==> src/rtl/adc_filter_chain.sv <==
`default_nettype none
// ============================================================================
// Module   : adc_filter_chain
// Brief    : 8-tap low-pass FIR, quarter-wave sine/cosine generator and
//            ADC ready/valid enable unit sharing one clock domain.
// Revision : 1.0 - initial release
// ============================================================================
module adc_filter_chain #(
    parameter int PHASE_DIV   = 1,
    parameter int BUSY_CYCLES = 4
) (
    input  logic              clk,
    input  logic              resetn,
    input  logic [4:0]        data_in,
    output logic [4:0]        data_out,
    output logic signed [4:0] sine_out,
    output logic signed [4:0] cosine_out,
    input  logic              valid_ADC,
    output logic              ready_ADC,
    output logic              sample_strobe
);

    // ------------------------------------------------------------------ FIR
    logic [4:0]  taps_q [8];
    logic [4:0]  data_out_q;
    logic [4:0]  data_out_d;
    logic [10:0] fir_acc;

    function automatic logic [3:0] fir_coef(input int k);
        case (k)
            0, 7:    fir_coef = 4'd1;
            1, 6:    fir_coef = 4'd2;
            2, 5:    fir_coef = 4'd4;
            default: fir_coef = 4'd9;
        endcase
    endfunction

    always_comb begin
        fir_acc = '0;
        for (int k = 0; k < 8; k++) begin
            fir_acc = fir_acc + 11'(fir_coef(k)) * 11'(taps_q[k]);
        end
        data_out_d = (fir_acc[10:5] > 6'd31) ? 5'd31 : fir_acc[9:5];
    end

    always_ff @(posedge clk or negedge resetn) begin
        if (!resetn) begin
            for (int k = 0; k < 8; k++) taps_q[k] <= '0;
            data_out_q <= '0;
        end else begin
            taps_q[0] <= data_in;
            for (int k = 1; k < 8; k++) taps_q[k] <= taps_q[k-1];
            data_out_q <= data_out_d;
        end
    end

    // ------------------------------------------------------------ generator
    logic [15:0]        div_q;
    logic [15:0]        div_d;
    logic [4:0]         phase_q;
    logic [4:0]         phase_d;
    logic signed [4:0]  sine_q;
    logic signed [4:0]  cosine_q;

    function automatic logic [3:0] quarter_mag(input logic [3:0] idx);
        case (idx)
            4'd0:    quarter_mag = 4'd0;
            4'd1:    quarter_mag = 4'd3;
            4'd2:    quarter_mag = 4'd6;
            4'd3:    quarter_mag = 4'd8;
            4'd4:    quarter_mag = 4'd11;
            4'd5:    quarter_mag = 4'd12;
            4'd6:    quarter_mag = 4'd14;
            default: quarter_mag = 4'd15;
        endcase
    endfunction

    // Odd quarters mirror the index, the second half negates the magnitude.
    function automatic logic signed [4:0] sine_lut(input logic [4:0] k);
        logic [3:0] idx;
        logic [4:0] mag;
        idx = k[3] ? (4'd8 - {1'b0, k[2:0]}) : {1'b0, k[2:0]};
        mag = {1'b0, quarter_mag(idx)};
        sine_lut = k[4] ? $signed(-mag) : $signed(mag);
    endfunction

    always_comb begin
        phase_d = phase_q;
        div_d   = div_q + 16'd1;
        if (div_q == 16'(PHASE_DIV - 1)) begin
            div_d   = '0;
            phase_d = phase_q + 5'd1;
        end
    end

    // Outputs are looked up from the next phase so they always match phase_q.
    always_ff @(posedge clk or negedge resetn) begin
        if (!resetn) begin
            div_q    <= '0;
            phase_q  <= '0;
            sine_q   <= 5'sd0;
            cosine_q <= 5'sd15;
        end else begin
            div_q    <= div_d;
            phase_q  <= phase_d;
            sine_q   <= sine_lut(phase_d);
            cosine_q <= sine_lut(phase_d + 5'd8);
        end
    end

    // ---------------------------------------------------------- enable unit
    typedef enum logic {
        ST_READY = 1'b0,
        ST_BUSY  = 1'b1
    } hs_state_t;

    hs_state_t  state_q;
    logic [7:0] busy_cnt_q;
    logic       ready_q;
    logic       strobe_q;

    always_ff @(posedge clk or negedge resetn) begin
        if (!resetn) begin
            state_q    <= ST_READY;
            busy_cnt_q <= '0;
            ready_q    <= 1'b1;
            strobe_q   <= 1'b0;
        end else begin
            strobe_q <= 1'b0;
            case (state_q)
                ST_READY: begin
                    if (valid_ADC) begin
                        state_q    <= ST_BUSY;
                        busy_cnt_q <= 8'(BUSY_CYCLES);
                        ready_q    <= 1'b0;
                        strobe_q   <= 1'b1;
                    end
                end
                default: begin
                    busy_cnt_q <= busy_cnt_q - 8'd1;
                    if (busy_cnt_q <= 8'd1) begin
                        busy_cnt_q <= '0;
                        state_q    <= ST_READY;
                        ready_q    <= 1'b1;
                    end
                end
            endcase
        end
    end

    assign data_out      = data_out_q;
    assign sine_out      = sine_q;
    assign cosine_out    = cosine_q;
    assign ready_ADC     = ready_q;
    assign sample_strobe = strobe_q;

endmodule
`default_nettype wire

==> config.mk <==
export PLATFORM = sky130hd
export DESIGN_NAME = adc_filter_chain
export DESIGN_NICKNAME = d
export VERILOG_FILES = /design/src/rtl/adc_filter_chain.sv
export SDC_FILE = /design/constraint.sdc
export NUM_CORES = 1
export LEC_CHECK = 0
export ABC_AREA = 1
export BUFFER_PORTS_ARGS = -buffer_cell sky130_fd_sc_hd__buf_2
export CAP_MARGIN = 10
export CORE_UTILIZATION = 30
export DETAILED_ROUTE_END_ITERATION = 8
export SLEW_MARGIN = 0
export SYNTH_ARGS = -nofsm -noshare
export SYNTH_HDL_FRONTEND = slang
export SYNTH_SLANG_ARGS = --single-unit
==> constraint.sdc <==
create_clock -name clk -period 4.7 [get_ports clk]
set_clock_uncertainty 0.1 [all_clocks]
set_input_delay 0.705 -clock clk [delete_from_list [all_inputs] [get_ports clk]]
set_output_delay 0.705 -clock clk [all_outputs]
set_load 0.01 [all_outputs]
# Word-level counts from Yosys, hierarchy flattened
# Index checks and enable logic that the tools add are counted.
# W data, S select, Z words.
classes:
  n_addsub: 15
  multipliers: 2
  order_cmp: 2
  eq_ne: 13
  muxes: 19
  reduce_logical: 5
op_table:
  columns: ["cell", "n"]
  rows:
  - ["$pmux W4 S7", 2]
  - ["$eq A4 B3 Y1 const B", 6]
  - ["$mux W8", 3]
  - ["$mux W5", 4]
  - ["$mul A4 B5 Y9 const A", 2]
  - ["$add A16 B1 Y16 const B", 1]
  - ["$eq A4 B2 Y1 const B", 4]
  - ["$logic_not A16 Y1", 1]
  - ["$mux W16", 1]
  - ["$add A10 B9 Y11", 1]
  - ["$add A11 B5 Y11", 1]
  - ["$add A11 B6 Y11", 1]
  - ["$add A11 B7 Y11", 1]
  - ["$add A8 B9 Y10", 1]
  - ["$neg A4 Y5", 2]
  - ["$add A7 B7 Y8", 1]
  - ["$eq A4 B1 Y1 const B", 2]
  - ["$le A8 B1 Y1 const B", 1]
  - ["$logic_not A4 Y1", 2]
  - ["$mux W4", 2]
  - ["$sub A4 B3 Y4 const A", 2]
  - ["$sub A8 B1 Y8 const B", 1]
  - ["$add A5 B6 Y7", 1]
  - ["$mux W1", 7]
  - ["other kinds (6)", 6]
word_totals:
  ff_bits: 87
  in_bits: 8
  output_inout_bits: 17
  elab_cells: 73

# Longest topological paths before layout
# Gate-level depths: netlist of the first run.
logic_depth:
  depth_word: 9
  depth_mapped: 22
  mapped_depth_nobuf: 22

# Worst setup path before layout of the first run
# Ideal clock, no wire load.
synth_timing:
  path_kind: "reg-to-reg"
  start: "reg taps_q[8] in the netlist's numbering"
  end: "reg data_out_q[0], in the netlist data_out[0]"
  setup_time_ns: 0.134
  t_arrival_ns: 4.537
  required_ns: 4.466
  slack_ns: -0.071
  stages_incl_launch_ff: 17
  n_path_buf: 0
  synth_period_minus_slack_ns: 4.771
  cell_sequence: "dfrtp_1 -> inv_1 -> fa_1 -> fa_1 -> inv_1 -> fa_1 -> fa_1 -> fa_1 -> fa_1 -> ha_1 -> a21oi_1 -> o211ai_1 -> nand2_1 -> nand2_1 -> a21oi_1 -> xor2_1 -> nand2_1"
synth_between:
  elab_chain_len: 4
synth_lines:
  columns: ["element", "line_no", "source"]
  rows:
  - ["start, declared", "24", "logic [4:0] taps_q [8];"]
  - ["$add A11 B6 Y11 *", "41", "fir_acc = fir_acc + 11'(fir_coef(k)) * 11'(taps_q[k]);"]
  - ["$add A11 B5 Y11 *", "41", null]
  - ["$gt A6 B5 Y1", "43", "data_out_d = (fir_acc[10:5] > 6'd31) ? 5'd31 : fir_acc[9:5];"]
  - ["$mux W5 *", "43", null]
  - ["named net data_out_d[0]", "26", "logic [4:0] data_out_d;"]
  - ["end signal, assigned", "53", "data_out_q <= data_out_d;"]
  - ["end, declared", "25", "logic [4:0] data_out_q;"]
# The timed path passes the listed nets; every way through them passes the cells marked *.
# A chain may end at the register's enable or synchronous reset.

# Worst setup path in the final report of the first run
layout_timing:
  start: "reg taps_q[27] in the netlist's numbering"
  end: "reg data_out_q[4], in the netlist data_out[4]"
layout_between:
  elab_chain_len: 8
layout_lines:
  columns: ["element", "line_no"]
  rows:
  - ["$add A7 B7 Y8 *", "41"]
  - ["$add A8 B9 Y10 *", "41"]
  - ["$add A10 B9 Y11 *", "41"]
  - ["$add A11 B7 Y11 *", "41"]
  - ["$add A11 B6 Y11 *", "41"]
  - ["$add A11 B5 Y11 *", "41"]
  - ["$gt A6 B5 Y1", "43"]
  - ["$mux W5 *", "43"]
  - ["named net data_out_d[4]", "26"]
# Marked as above.

==> results of run 1 <==
==> what timing repair did <==
| action | 4_1_cts | 5_1_grt |
|---|---|---|
| resized for setup | 5 | 5 |
| endpoints found under the setup margin | 5 | 5 |
| pin swaps | 16 | 5 |
| buffers inserted | 3 | 1 |
==> final cells by class <==
class | count | area [um2]
fillers | 1774 | 11100
multi-input cells | 322 | 2650
flip-flops and latches | 87 | 2180
inverters | 123 | 464
well taps | 225 | 282
clock buffers | 12 | 256
repair buffers | 34 | 198
clock inverters | 4 | 53.8
==> worst min-delay path by stage <==
| stage | start | end | slack (ps) | cells past startpoint |
|---|---|---|---|---|
| 2_1_floorplan | taps_q[6] | taps_q[1] | 250 | 0 |
| 3_3_place_gp | taps_q[26] | taps_q[21] | 260 | 0 |
| 3_5_place_dp | taps_q[8] | taps_q[3] | 260 | 0 |
| 4_1_cts | taps_q[8] | taps_q[3] | 270 | 0 |
| 5_1_grt | taps_q[12] | taps_q[7] | 280 | 0 |
| 6_report | resetn | data_out[3] | 260 | 1 |
==> through the flow <==
stage               util, %  TNS [ps]
finish                 35.4         0
global route           35.4      -883
CTS                    35.3         0
detailed placement     33.3      -486
global placement       33.3      -211
floorplan                 -         0
==> per-layer routing <==
layer	share of wire (%)	vias to the layer above	global-route usage, %
met1	48	1635	14.9
met5	0	-	0
met3	2.8	6	3.29
met4	1.0	0	3.18
met2	49	34	18.9
li1	-	1732	-
==> kinds of logic after synthesis <==
| logic type | Yosys count |
|---|---|
| adders and majority gates | 79 |
| DFF | 87 |
| AOI/OAI and AO/OA | 32 |
| and+or+nand+nor | 192 |
| buffers and inverters | 125 |
| xor gates and xnor gates | 19 |
==> synthesized netlist by cell type, types with 7 or more instances <==
cell,number,area [um2]
nor2_1,36,135
fa_1,33,661
nand2_2,11,68.8
inv_1,115,432
a21oi_1,10,50.1
inv_2,7,26.3
ha_1,46,576
xor2_1,14,123
o21ai_0,10,50.1
nand2_1,72,270
nand4_1,8,50.1
dfrtp_1,82,2050
nand3_1,34,170
==> sequential cells by signal (all words and copies together), names as in the netlist <==
name	cells
data_out	5
sine_out	5
div_q	16
phase_q	5
taps_q	40
cosine_out	5
busy_cnt_q	8
ready_ADC	1
state_q	1
sample_strobe	1
==> power breakdown <==
part	switching, uW	total, uW	internal [uW]
registers	20.5	830	810
clock network	295	737	442
logic	688	1410	720
==> worst max-delay path: stages (launching register included) <==
cell      delay (ps)
dfrtp_1          360
inv_2             50
fa_1             490
fa_1             490
inv_1             50
fa_1             450
fa_1             530
fa_1             430
fa_2             560
ha_4             200
nand4_1           90
o211ai_1         110
nand2_1          100
nand2_2           70
a21oi_4          170
xor2_2           230
nand2_1           90
==> flow_summary.ini, run 1 <==
[critical_path]
worst_r2r_endpoint = data_out[4]
worstSetupPathType = register to register
reg2reg_slack_ps = 20
cp_data_arrival_time_ps = 4800
cp_max_fo = 5
critPathLaunch = taps_q[27]
r2r_start = taps_q[27]
cp-end-kind = register
worstSetupEndpoint = data_out[4]
r2r_cells = 16
crit_path_start_kind = register
required_ps = 4810

[sta]
drv_slew = 0
fin_ws_ps = 15.6
fmax_mhz = 213
setup_viol = 0
rsz0062_at_grt = yes
finalCritPeriodShare_pct = 99.7
hold_slack_ps = 257
relSlewSlack_pct = 61.9
post-route-min-period_ps = 4680
worstMarginPinSlew_ps = 571
hold_viol = 0

[place]
preCtsSetupSlack_ps = -109
dpl-instance-area_mm2 = 0.00571
io_buffers = 24
gp_congestion = 0.765
dpl.cell_count = 787
hpwl_mm = 7.15

[drt]
wire_per_inst_um = 11.7
routed_wl_mm = 9.47
first_pass_iters = 4
remaining_drc_errors = 0
postRouteAntennaNets = 0
first_iter_violations = 142
vias = 3407
via_per_inst = 4.22

[die]
start_util_pct = 30.6
core_mm2 = 0.0172
io-pin-count = 25
die_w_um = 134
num_rows = 48
die_h_um = 134
dieArea_mm2 = 0.0180

[layout]
drive_above_1_share_pct = 19.8
layout.cells.non_filler = 807
fin_area_mm2 = 0.00609
final_cell_mix = 112 x inv_1, 82 x dfrtp_1, 71 x nand2_1
antenna_cells = 0
area_delta_synth_final_pct = 15.9
nNetsFinal = 664
final_common_cell = inv_1

[synth]
async_flop_share_pct = 100
ys_seq_elements = 87
synth_top_family_by_area = adder cells
synth_mux_area_share_pct = 0
ys.flop_type = dfrtp_1
synth-edff-count = 0
seq_area_frac_synth_pct = 41.6
netlist_instances = 534
synth_compound_area_share_pct = 3.74
syn_area_mm2 = 0.00525
syn_avg_cell_area_um2 = 9.83
synthSimpleGateAreaFrac_pct = 18.7
synth-xor-area-share_pct = 3.31
synth_nets = 621
synthAdderAreaFrac_pct = 23.5
yosys_warnings = 0
synthDistinctLibCells = 37

[cts]
ctsRootBufferMaster = clkbuf_16
clock_latency_ps = 340
numCtsBuffers = 9
htree_levels = 3
cts_buffer_depth = 2
cts_sinks = 87
clkSlewWorstSetupHoldPaths_ps = 60
cts_hold_buf = 0
cts_tree = done

[worst_hold_path]
holdCritPathClass = primary input to async pin

[global_route]
grt_pass1_wl_mm = 16.2
grt_usage_pct = 11.5
antenna_found_initial = 0
grt-ovfl-total = 0
grt_pass1_vias = 3484
grt_max_degree = 45

[outcome]
status = finished, final reports clean

[power]
finalPower_uw = 2980
p_leak_uw = 0.00314
max-vdd-ir-drop_uv = 603
power_density_mw_per_mm2 = 489

[job]
maxCapViolCount = 0
No activity file was read; power rests on OpenSTA's default activity.
==> inputs of run 2 (changes only) <==
Clock period 4.7 ns to 5 ns, I/O delays scaled along.
==> flow_summary.ini, run 2 (synthesized netlist as in run 1, its figures left out) <==
[sta]
fmax_mhz = 210
worstMarginPinSlew_ps = 568
relSlewSlack_pct = 62.1
finalCritPeriodShare_pct = 95.3
setup_viol = 0
hold_viol = 0
fin_setup_tns_ps = 0
post-route-min-period_ps = 4770
fin_ws_ps = 233
hold_slack_ps = 269
drv_slew = 0

[job]
maxCapViolCount = 0

[drt]
first_iter_violations = 112
postRouteAntennaNets = 0
wire_per_inst_um = 11.7
vias = 3361
first_pass_iters = 4
via_per_inst = 4.21
remaining_drc_errors = 0
routed_wl_mm = 9.31

[cts]
cts_sinks = 87
ctsRootBufferMaster = clkbuf_16
cts_buffer_depth = 2
cts_tree = done
clkSlewWorstSetupHoldPaths_ps = 60
htree_levels = 3
clock_latency_ps = 340
numCtsBuffers = 9

[power]
p_sw_uw = 912
combPwrFrac_pct = 42.6
power_switching_share_pct = 34.3
p_leak_uw = 0.00311
clkPwrFrac_pct = 27.9
p_int_uw = 1750
power_density_mw_per_mm2 = 442
power_frac_seq_pct = 29.5
max-vdd-ir-drop_uv = 318

[place]
io_buffers = 24
dpl.cell_count = 782
hpwl_mm = 7.22
preCtsSetupSlack_ps = -9.86
gp_congestion = 0.771

[global_route]
grt_usage_pct = 11.5
grt_pass1_vias = 3283
grt_max_degree = 46
grt_pass1_wl_mm = 15.8
antenna_found_initial = 0
grt-ovfl-total = 0

[die]
io-pin-count = 25
die_h_um = 134
num_rows = 48
die_w_um = 134
start_util_pct = 30.6
dieArea_mm2 = 0.0180
core_mm2 = 0.0172

[layout]
final_common_cell = inv_1
area_delta_synth_final_pct = 14.7
drive_above_1_share_pct = 17.4
final_cell_mix = 115 x inv_1, 82 x dfrtp_1, 71 x nand2_1
reg_top3 = taps_q (40), div_q (16), busy_cnt_q (8)
nNetsFinal = 656
layout.cells.non_filler = 799
fillers = 1752
antenna_cells = 0
regMostFlops = taps_q
final_util_pct = 35.1
largest_reg_flops = 40

[critical_path]
cp-end-kind = register
crit_path_start_kind = register
cp_data_arrival_time_ps = 4900
required_ps = 5130
cp_max_fo = 5
worstSetupPathType = register to register

[outcome]
status = finished, final reports clean

[worst_hold_path]
holdCritPathClass = register to register
run 2: cell count changes in the layout (fill, tap and decap cells not counted), moves of 3 or more:
| cell | change |
|---|---|
| fa_2 | -3 |
| inv_2 | -3 |
| inv_1 | +3 |
| buf_4 | -8 |
| fa_1 | +3 |
run 2: path summary, 6_finish.rpt:
check / start / end / slack [ps] / depth (start not counted)
max: taps_q[12] / data_out[3] / 230 / 17
min: taps_q[8] / taps_q[3] / 270 / 0
max reg2reg: taps_q[12] / data_out[3] / 230 / 17
min reg2reg: taps_q[8] / taps_q[3] / 270 / 0
max in group asynchronous: resetn / cosine_out[0] / 3540 / 2
min in group asynchronous: resetn / data_out[4] / 290 / 1
run 2: timing repair:
| action | CTS | global route |
|---|---|---|
| gates cloned | 0 | 0 |
| endpoints found under the setup margin | 2 | 5 |
| pin swaps | 1 | 1 |
| hold buffers | 0 | 0 |
| buffers inserted | 1 | 0 |
| gates resized for setup | 0 | 5 |
run 2: final cells by class:
type	instances	area, um2	share of cell area (%)
clock buffer	10	239	3.97
clock inverter	6	92.6	1.54
inverter	123	464	7.71
multi-input combinational	322	2620	43.6
sequential	87	2180	36.3
tap	225	282	4.67
timing repair buffer	26	138	2.29
run 2: power by group through the flow:
stage	logic (uW)	registers [uW]	clock network, uW
finish	1130	786	742
global placement	988	803	0
detailed placement	1020	801	0
global route	1320	792	799
CTS	1030	790	769
floorplan	784	799	0
run 2: critical path, cell delays in order (launching register included):
cell	delay [ps]
dfrtp_1	380
inv_1	70
fa_1	430
fa_1	510
inv_1	50
fa_1	520
fa_1	440
fa_1	510
fa_1	440
ha_4	310
a21oi_2	60
o211ai_1	250
nand2_1	100
nand2_2	90
a21oi_2	60
xor2_1	140
buf_4	140
nand2_1	50
run 2: stage by stage:
stage          total power, uW  area, um2
3_5_place_dp              1820       5650
5_1_grt                   2910       6020
4_1_cts                   2590       5990
3_3_place_gp              1790       5650
6_report                  2660       6020
2_1_floorplan             1580       5250
run 2: routing by layer:
layer	vias up	GRT usage (%)	part of all wire, %
met1	1603	14.7	48
met3	8	3.78	2.5
met2	32	18.0	48
li1	1718	-	-
met5	-	0	0
met4	0	4.43	1.4
